<file path="config.mk">
export PLATFORM = sky130hd
export DESIGN_NAME = axil_command_master_flat
export DESIGN_NICKNAME = d
export VERILOG_FILES = /design/src/rtl/axi_lite_pkg.sv /design/src/rtl/axi_lite_if.sv /design/src/rtl/axil_command_master.sv /design/src/flat_wrapper.sv
export SDC_FILE = /design/constraint.sdc
export NUM_CORES = 1
export LEC_CHECK = 0
export CORE_ASPECT_RATIO = 0.6
export CORE_UTILIZATION = 38
export CTS_CLUSTER_SIZE = 24
export DETAILED_ROUTE_END_ITERATION = 10
export MAX_ROUTING_LAYER = met4
export PLACE_DENSITY = 0.8
export SYNTH_ARGS = -nofsm -noshare
export SYNTH_HDL_FRONTEND = slang
export SYNTH_SLANG_ARGS = --single-unit
</file>
<file path="constraint.sdc">
create_clock -name clock -period 1.9 [get_ports clock]
set_input_delay 0.285 -clock clock [delete_from_list [all_inputs] [get_ports clock]]
set_output_delay 0.285 -clock clock [all_outputs]
set_load 0.05 [all_outputs]
</file>
<file path="src/rtl/axi_lite_pkg.sv">
// Shared AXI-lite definitions: response encodings, default protection bits
// and the state encoding of the command-to-AXI-lite bridge FSM.
package axi_lite_pkg;

  typedef enum logic [1:0] {
    RESP_OKAY   = 2'd0,
    RESP_EXOKAY = 2'd1,
    RESP_SLVERR = 2'd2,
    RESP_DECERR = 2'd3
  } axi_resp_e;

  typedef enum logic [2:0] {
    IDLE,
    WRITE,
    WRITE_RESP,
    READ_ADDR,
    READ_DATA,
    RESPOND
  } cmd_state_e;

  // Unprivileged, secure, data access on every request.
  localparam logic [2:0] AXI_PROT_DEFAULT = 3'b000;

endpackage

</file>
<file path="src/rtl/axi_lite_if.sv">
// AXI-lite bundle with the five channels; master and slave views.
interface axi_lite #(
  parameter int ADDR_WIDTH = 32,
  parameter int DATA_WIDTH = 32
) ();

  logic                    awvalid;
  logic                    awready;
  logic [ADDR_WIDTH-1:0]   awaddr;
  logic [2:0]              awprot;

  logic                    wvalid;
  logic                    wready;
  logic [DATA_WIDTH-1:0]   wdata;
  logic [DATA_WIDTH/8-1:0] wstrb;

  logic                    bvalid;
  logic                    bready;
  logic [1:0]              bresp;

  logic                    arvalid;
  logic                    arready;
  logic [ADDR_WIDTH-1:0]   araddr;
  logic [2:0]              arprot;

  logic                    rvalid;
  logic                    rready;
  logic [DATA_WIDTH-1:0]   rdata;
  logic [1:0]              rresp;

  modport master (
    output awvalid, awaddr, awprot,
    input  awready,
    output wvalid, wdata, wstrb,
    input  wready,
    input  bvalid, bresp,
    output bready,
    output arvalid, araddr, arprot,
    input  arready,
    input  rvalid, rdata, rresp,
    output rready
  );

  modport slave (
    input  awvalid, awaddr, awprot,
    output awready,
    input  wvalid, wdata, wstrb,
    output wready,
    output bvalid, bresp,
    input  bready,
    input  arvalid, araddr, arprot,
    output arready,
    output rvalid, rdata, rresp,
    input  rready
  );

endinterface

</file>
<file path="src/rtl/axil_command_master.sv">
// Turns a simple valid/ready command stream into single AXI-lite read or
// write transactions, one outstanding at a time, and returns the slave's
// response on a valid/ready response stream.
module axil_command_master #(
  parameter int                      ADDR_WIDTH    = 32,
  parameter int                      DATA_WIDTH    = 32,
  parameter logic [DATA_WIDTH/8-1:0] WSTRB_DEFAULT = '1
) (
  input  logic                  clock,
  input  logic                  reset,
  input  logic                  cmd_valid,
  output logic                  cmd_ready,
  input  logic                  cmd_write,
  input  logic [ADDR_WIDTH-1:0] cmd_addr,
  input  logic [DATA_WIDTH-1:0] cmd_data,
  output logic                  rsp_valid,
  input  logic                  rsp_ready,
  output logic [DATA_WIDTH-1:0] rsp_data,
  output logic [1:0]            rsp_resp,
  output logic                  rsp_write,
  output logic                  busy,
  axi_lite.master               axi_out
);

  import axi_lite_pkg::*;

  cmd_state_e            state_reg;
  logic [ADDR_WIDTH-1:0] addr_reg;
  logic [DATA_WIDTH-1:0] data_reg;
  logic                  awvalid_reg;
  logic                  wvalid_reg;
  logic                  arvalid_reg;
  logic                  bready_reg;
  logic                  rready_reg;
  logic                  rsp_valid_reg;
  logic [DATA_WIDTH-1:0] rsp_data_reg;
  logic [1:0]            rsp_resp_reg;
  logic                  rsp_write_reg;

  // A write channel counts as done once its handshake is in the past or
  // happening this cycle; AW and W may finish in either order.
  logic aw_done;
  logic w_done;
  assign aw_done = !awvalid_reg || axi_out.awready;
  assign w_done  = !wvalid_reg  || axi_out.wready;

  // Accept only from IDLE, and never while reset is held.
  assign cmd_ready = (state_reg == IDLE) && !reset;
  assign busy      = (state_reg != IDLE);

  assign rsp_valid = rsp_valid_reg;
  assign rsp_data  = rsp_data_reg;
  assign rsp_resp  = rsp_resp_reg;
  assign rsp_write = rsp_write_reg;

  assign axi_out.awvalid = awvalid_reg;
  assign axi_out.awaddr  = addr_reg;
  assign axi_out.awprot  = AXI_PROT_DEFAULT;
  assign axi_out.wvalid  = wvalid_reg;
  assign axi_out.wdata   = data_reg;
  assign axi_out.wstrb   = WSTRB_DEFAULT;
  assign axi_out.bready  = bready_reg;
  assign axi_out.arvalid = arvalid_reg;
  assign axi_out.araddr  = addr_reg;
  assign axi_out.arprot  = AXI_PROT_DEFAULT;
  assign axi_out.rready  = rready_reg;

  // Transaction FSM; every handshake signal is a register set on entry to
  // the state that owns it and cleared on its own handshake.
  always_ff @(posedge clock) begin
    if (reset) begin
      state_reg     <= IDLE;
      addr_reg      <= '0;
      data_reg      <= '0;
      awvalid_reg   <= 1'b0;
      wvalid_reg    <= 1'b0;
      arvalid_reg   <= 1'b0;
      bready_reg    <= 1'b0;
      rready_reg    <= 1'b0;
      rsp_valid_reg <= 1'b0;
      rsp_data_reg  <= '0;
      rsp_resp_reg  <= 2'b00;
      rsp_write_reg <= 1'b0;
    end else begin
      unique case (state_reg)
        IDLE: begin
          if (cmd_valid) begin
            addr_reg      <= cmd_addr;
            data_reg      <= cmd_data;
            rsp_write_reg <= cmd_write;
            if (cmd_write) begin
              awvalid_reg <= 1'b1;
              wvalid_reg  <= 1'b1;
              state_reg   <= WRITE;
            end else begin
              arvalid_reg <= 1'b1;
              state_reg   <= READ_ADDR;
            end
          end
        end
        WRITE: begin
          if (awvalid_reg && axi_out.awready) awvalid_reg <= 1'b0;
          if (wvalid_reg && axi_out.wready)   wvalid_reg  <= 1'b0;
          if (aw_done && w_done) begin
            bready_reg <= 1'b1;
            state_reg  <= WRITE_RESP;
          end
        end
        WRITE_RESP: begin
          if (axi_out.bvalid) begin
            bready_reg    <= 1'b0;
            rsp_resp_reg  <= axi_out.bresp;
            rsp_data_reg  <= '0;
            rsp_valid_reg <= 1'b1;
            state_reg     <= RESPOND;
          end
        end
        READ_ADDR: begin
          if (axi_out.arready) begin
            arvalid_reg <= 1'b0;
            rready_reg  <= 1'b1;
            state_reg   <= READ_DATA;
          end
        end
        READ_DATA: begin
          if (axi_out.rvalid) begin
            rready_reg    <= 1'b0;
            rsp_resp_reg  <= axi_out.rresp;
            rsp_data_reg  <= axi_out.rdata;
            rsp_valid_reg <= 1'b1;
            state_reg     <= RESPOND;
          end
        end
        RESPOND: begin
          if (rsp_ready) begin
            rsp_valid_reg <= 1'b0;
            state_reg     <= IDLE;
          end
        end
        default: state_reg <= IDLE;
      endcase
    end
  end

endmodule
</file>
<file path="src/flat_wrapper.sv">
// flat-port wrapper written by rule: the top's interface ports become plain ports
module axil_command_master_flat import axi_lite_pkg::*;
#(
  parameter int                      ADDR_WIDTH    = 32,
  parameter int                      DATA_WIDTH    = 32,
  parameter logic [DATA_WIDTH/8-1:0] WSTRB_DEFAULT = '1
)
  (clock, reset, cmd_valid, cmd_ready, cmd_write, cmd_addr, cmd_data, rsp_valid, rsp_ready, rsp_data, rsp_resp, rsp_write, busy, axi_out_awvalid, axi_out_awaddr, axi_out_awprot, axi_out_awready, axi_out_wvalid, axi_out_wdata, axi_out_wstrb, axi_out_wready, axi_out_bvalid, axi_out_bresp, axi_out_bready, axi_out_arvalid, axi_out_araddr, axi_out_arprot, axi_out_arready, axi_out_rvalid, axi_out_rdata, axi_out_rresp, axi_out_rready);
  axi_lite #(.ADDR_WIDTH(ADDR_WIDTH), .DATA_WIDTH(DATA_WIDTH)) axi_out_i ();
  input  logic clock;
  input  logic reset;
  input  logic cmd_valid;
  output logic cmd_ready;
  input  logic cmd_write;
  input  logic [ADDR_WIDTH-1:0] cmd_addr;
  input  logic [DATA_WIDTH-1:0] cmd_data;
  output logic rsp_valid;
  input  logic rsp_ready;
  output logic [DATA_WIDTH-1:0] rsp_data;
  output logic [1:0] rsp_resp;
  output logic rsp_write;
  output logic busy;
  output wire logic [$bits(axi_out_i.awvalid)-1:0] axi_out_awvalid;
  output wire logic [$bits(axi_out_i.awaddr)-1:0] axi_out_awaddr;
  output wire logic [$bits(axi_out_i.awprot)-1:0] axi_out_awprot;
  input wire logic [$bits(axi_out_i.awready)-1:0] axi_out_awready;
  output wire logic [$bits(axi_out_i.wvalid)-1:0] axi_out_wvalid;
  output wire logic [$bits(axi_out_i.wdata)-1:0] axi_out_wdata;
  output wire logic [$bits(axi_out_i.wstrb)-1:0] axi_out_wstrb;
  input wire logic [$bits(axi_out_i.wready)-1:0] axi_out_wready;
  input wire logic [$bits(axi_out_i.bvalid)-1:0] axi_out_bvalid;
  input wire logic [$bits(axi_out_i.bresp)-1:0] axi_out_bresp;
  output wire logic [$bits(axi_out_i.bready)-1:0] axi_out_bready;
  output wire logic [$bits(axi_out_i.arvalid)-1:0] axi_out_arvalid;
  output wire logic [$bits(axi_out_i.araddr)-1:0] axi_out_araddr;
  output wire logic [$bits(axi_out_i.arprot)-1:0] axi_out_arprot;
  input wire logic [$bits(axi_out_i.arready)-1:0] axi_out_arready;
  input wire logic [$bits(axi_out_i.rvalid)-1:0] axi_out_rvalid;
  input wire logic [$bits(axi_out_i.rdata)-1:0] axi_out_rdata;
  input wire logic [$bits(axi_out_i.rresp)-1:0] axi_out_rresp;
  output wire logic [$bits(axi_out_i.rready)-1:0] axi_out_rready;
  assign axi_out_awvalid = axi_out_i.awvalid;
  assign axi_out_awaddr = axi_out_i.awaddr;
  assign axi_out_awprot = axi_out_i.awprot;
  assign axi_out_i.awready = axi_out_awready;
  assign axi_out_wvalid = axi_out_i.wvalid;
  assign axi_out_wdata = axi_out_i.wdata;
  assign axi_out_wstrb = axi_out_i.wstrb;
  assign axi_out_i.wready = axi_out_wready;
  assign axi_out_i.bvalid = axi_out_bvalid;
  assign axi_out_i.bresp = axi_out_bresp;
  assign axi_out_bready = axi_out_i.bready;
  assign axi_out_arvalid = axi_out_i.arvalid;
  assign axi_out_araddr = axi_out_i.araddr;
  assign axi_out_arprot = axi_out_i.arprot;
  assign axi_out_i.arready = axi_out_arready;
  assign axi_out_i.rvalid = axi_out_rvalid;
  assign axi_out_i.rdata = axi_out_rdata;
  assign axi_out_i.rresp = axi_out_rresp;
  assign axi_out_rready = axi_out_i.rready;
  axil_command_master #(.ADDR_WIDTH(ADDR_WIDTH), .DATA_WIDTH(DATA_WIDTH), .WSTRB_DEFAULT(WSTRB_DEFAULT)) u_core (.clock(clock), .reset(reset), .cmd_valid(cmd_valid), .cmd_ready(cmd_ready), .cmd_write(cmd_write), .cmd_addr(cmd_addr), .cmd_data(cmd_data), .rsp_valid(rsp_valid), .rsp_ready(rsp_ready), .rsp_data(rsp_data), .rsp_resp(rsp_resp), .rsp_write(rsp_write), .busy(busy), .axi_out(axi_out_i));
endmodule
</file>
Word level (Yosys, flattened, before mapping)
Cells that the tools add are included.
{ "op_classes": {"mux": 34, "reduce_logical": 26, "n_eq_ne": 15} }
{ "ops": {"columns": ["cell", "count"], "rows": [
  ["32-bit 2-to-1 mux", 2],
  ["32-bit one-hot mux with 2 select lines", 1],
  ["3-bit 2-to-1 mux", 6],
  ["3-bit one-hot mux with 6 select lines", 1],
  ["4-bit AND reduction", 4],
  ["1-bit 2-to-1 mux", 14],
  ["2-bit inequality test (second input constant)", 7],
  ["1-bit one-hot mux with 2 select lines", 5],
  ["2-bit nonzero test", 5],
  ["3-bit AND reduction", 3],
  ["3-bit by 2-bit == test with 1-bit output (second input constant)", 2],
  ["3-bit == test (second input constant)", 2],
  ["2-bit 2-to-1 mux", 3],
  ["2-bit by 1-bit inequality test with 1-bit output (second input constant)", 3],
  ["6-bit AND reduction", 1],
  ["3-bit nonzero test", 2],
  ["1-bit logical AND", 4],
  ["2-bit one-hot mux with 2 select lines", 1],
  ["3-bit by 1-bit == test with 1-bit output (second input constant)", 1],
  ["1-bit logical NOT", 3],
  ["3-bit logical NOT", 1],
  ["1-bit one-hot mux with 3 select lines", 1],
  ["1-bit logical OR", 2],
  ["2-bit AND reduction", 1]
]} }
{ "word_totals": {"inputBits": 110, "out_inout_bits": 149, "regBits": 108, "wordCells": 87} }

Longest topological paths before layout
{ "depth": {"depth_word": 5, "mapped_depth": 7, "ltp_nobuf": 4} }

Worst setup path before layout
Ideal clock, no wire load.
{ "synth_timing": {"path_type": "reg2out", "startpoint": "register u_core.state_reg[2]", "endpoint": "output port cmd_ready", "t_arrival_ns": 1.802, "required_ns": 1.615, "n_path_buf": 1, "path_stages_with_launch": 4, "setup_slack_ns": -0.187, "path_cell_list": "dfxtp_1 > buf_2 > or3_1 > nor2_1"} }
{ "synth_via": {"elab_chain_len": 2} }
{ "synth_lines": {"columns": ["item", "line_no", "rtl"], "rows": [
  ["start, declared", "axil_command_master.sv:27", "cmd_state_e state_reg;"],
  ["start signal, assigned", "axil_command_master.sv:72", "state_reg <= IDLE;"],
  ["start signal, assigned", "axil_command_master.sv:94", "state_reg <= WRITE;"],
  ["start signal, assigned", "axil_command_master.sv:97", "state_reg <= READ_ADDR;"],
  ["3-bit logical NOT", "axil_command_master.sv:48", "assign cmd_ready = (state_reg == IDLE) && !reset;"],
  ["1-bit logical AND", "axil_command_master.sv:48", null],
  ["end, declared", "flat_wrapper.sv:13", "output logic cmd_ready;"]
]} }
No other way between the ends.

Worst setup path after layout
{ "layout_timing": {"startpoint": "register u_core.addr_reg[29], in the netlist u_core.axi_out.araddr[29]", "endpoint": "output port axi_out_araddr[29]"} }
{ "layout_lines": {"columns": ["item", "line_no", "rtl"], "rows": [
  ["start, declared", "axil_command_master.sv:28", "logic [ADDR_WIDTH-1:0] addr_reg;"],
  ["start signal, assigned", "axil_command_master.sv:88", "addr_reg <= cmd_addr;"],
  ["end, declared", "flat_wrapper.sv:35", "output wire logic [$bits(axi_out_i.araddr)-1:0] axi_out_araddr;"]
]} }
No word-level cell between the ends.

==> reports/metrics.cfg <==
[run_status]
status = finished, final reports clean

[timing]
setup_violations = 0
fin_crit_ns = 1.83
fin_ws_ns = 0.0736
slew_viol_final = 0
max_freq_ghz = 0.548
fin_setup_tns_ns = 0
max-slew-margin-rel_pct = 63.5
grt_setup_unrepaired = no
post-route-period-util_pct = 96.1
worstMarginPinSlew_ns = 0.546
hold_violations = 0
skew_ns = 0.0113

[floorplanning]
dieArea_mm2 = 0.0120
design.core.area_mm2 = 0.0109
die_h_um = 85.3
num_io_pins = 259
initial_core_util_pct = 40.3
die_x_um = 141
num_rows = 29

[power_and_ir_drop]
p_leak_nw = 2.46
ir_drop_v = 0.000600
fin_total_pwr_mw = 9.16
pwr_density_cell_mw_per_mm2 = 1310

[logic_synthesis]
async_flop_share_pct = 0
ys_seq_area_share_pct = 49.2
synth_cells = 539
synth_warnings = 0
syn_area_mm2 = 0.00439
synth_edf_count = 0
syn_avg_cell_area_um2 = 8.15
synth.distinct_cells = 30
ys.flop_type = dfxtp_1
synth-seq-cells = 108

[cells_and_area]
layout_commonest_cell = clkdlybuf4s50_1
instances_no_fill = 878
drive_above_1_share_pct = 5.28
layout_common_cells = clkdlybuf4s50_1, nand2_1, dfxtp_1
num_antenna_cells = 0
area_delta_synth_final_pct = 59.1
nNetsFinal = 844

[grt]
grt_max_degree = 70
antenna_found_initial = 0
grt_first_pass_wirelength_um = 19600
track_usage_pct = 21.3
gr-total-overflow = 0
grt_pass1_vias = 4004

[clock_network]
htreeDepth = 3
cts.clk_slew.worst_paths_ns = 0.07
cts_buffers = 9
cts_hold_buffers = 0
cts-root-buf = clkbuf_16
clockBufferDepth = 2
cts_tree = built
clock_latency_ns = 0.34
cts_setup_buffers = 0
clock_sinks = 108
cts_resized = 0

[critical_path]
cp.required_ns = 1.62
crit_family = buffers and inverters
cp-end-kind = primary output
slowest_delay_ns = 0.83
crit_path_max_fanout = 3
path_buf_inv = 1
crit_slowest_cell = clkdlybuf4s50_1
crit_chain = clkdlybuf4s50_1
path_class = flop to primary output
startpoint_type = flop
arrival_ns = 1.54

[placed_design]
post-place-ws_ns = 0.0921
place_congestion = 0.820
dp_hpwl_um = 9190
io_buffers = 248
dp.cells = 862

[worst_hold_path]
hp-class = input port to flop

[route]
routed_wirelength_um = 12600
drt_iter0_markers = 134
postRouteAntennaNets = 0
wl_per_cell_um = 14.4
first_pass_iters = 4
vias_per_cell = 4.83
drc_errors = 0
vias = 4239

[job]
max_cap_violations = 0

[area by class of cell]
class / count / area [µm²]
Tap cell: 139 / 174
Clock inverter: 4 / 33.8
Fill cell: 901 / 3900
Timing Repair Buffer: 258 / 2610
Clock buffer: 12 / 256
Inverter: 2 / 7.51
Multi-Input combinational cell: 355 / 1750
Sequential cell: 108 / 2160
[logic make-up after synthesis]
group,count (synthesis),share of synthesized area (%)
muxes,4,0.912
buffers and inverters,84,12.3
AOI/OAI and AO/OA,114,13.8
DFF,108,49.2
other,2,0.171
and+or+nand+nor,227,23.5
[per-stage QoR]
step / cell area, µm² / util (%) / hold WS (ns)
3_3_place_gp: 6690 / 61.5 / 0.442
6_report: 6990 / 64.2 / 0.378
3_5_place_dp: 6690 / 61.5 / 0.446
2_1_floorplan: 4420 / - / 0.382
5_1_grt: 6990 / 64.2 / 0.383
4_1_cts: 6980 / 64.1 / 0.370
[synth_stat cells, types with 2 or more instances]
cell type	number	area share (%)
nand3b_1	2	0.34
mux2i_1	4	0.91
dfxtp_1	108	49
a21oi_1	103	12
buf_2	15	1.7
nor2_1	7	0.60
nor2b_1	4	0.57
nor3_1	2	0.23
buf_4	43	7.4
conb_1	2	0.17
buf_6	6	1.5
inv_1	2	0.17
nand2_1	137	12
nand2b_1	34	4.8
a211oi_1	3	0.51
nor2_2	2	0.28
clkbuf_1	18	1.5
nand3_1	35	4.0
[power breakdown]
group	leakage, nW	internal [mW]	switching [mW]
logic	1.44	1.57	2.91
clock network	0.139	0.970	0.832
registers	0.880	2.62	0.263
[final timing paths]
path | start | endpoint | slack, ns | cells past startpoint
setup / recovery | u_core.axi_out.araddr[29]$_SDFFE_PP0P_ | axi_out_araddr[29] | 0.07 | 1
hold / removal | reset | u_core.state_reg[1]$_SDFFE_PP0P_ | 0.38 | 2
setup reg to reg | u_core.state_reg[2]$_SDFFE_PP0P_ | u_core.rsp_resp[0]$_SDFFE_PP0P_ | 0.28 | 5
hold reg to reg | u_core.axi_out.wdata[3]$_SDFFE_PP0P_ | u_core.axi_out.wdata[3]$_SDFFE_PP0P_ | 0.45 | 2
[routing by layer]
layer | vias to the layer above | wire length (µm) | track usage [%]
met4 | 0 | 208 | 5.93
met3 | 19 | 912 | 6.43
li1 | 2107 | - | -
met2 | 164 | 6230 | 37.2
met1 | 1949 | 5250 | 23.6
met5 | - | 0 | -
Note: power is estimated with default switching activity, not from simulation.
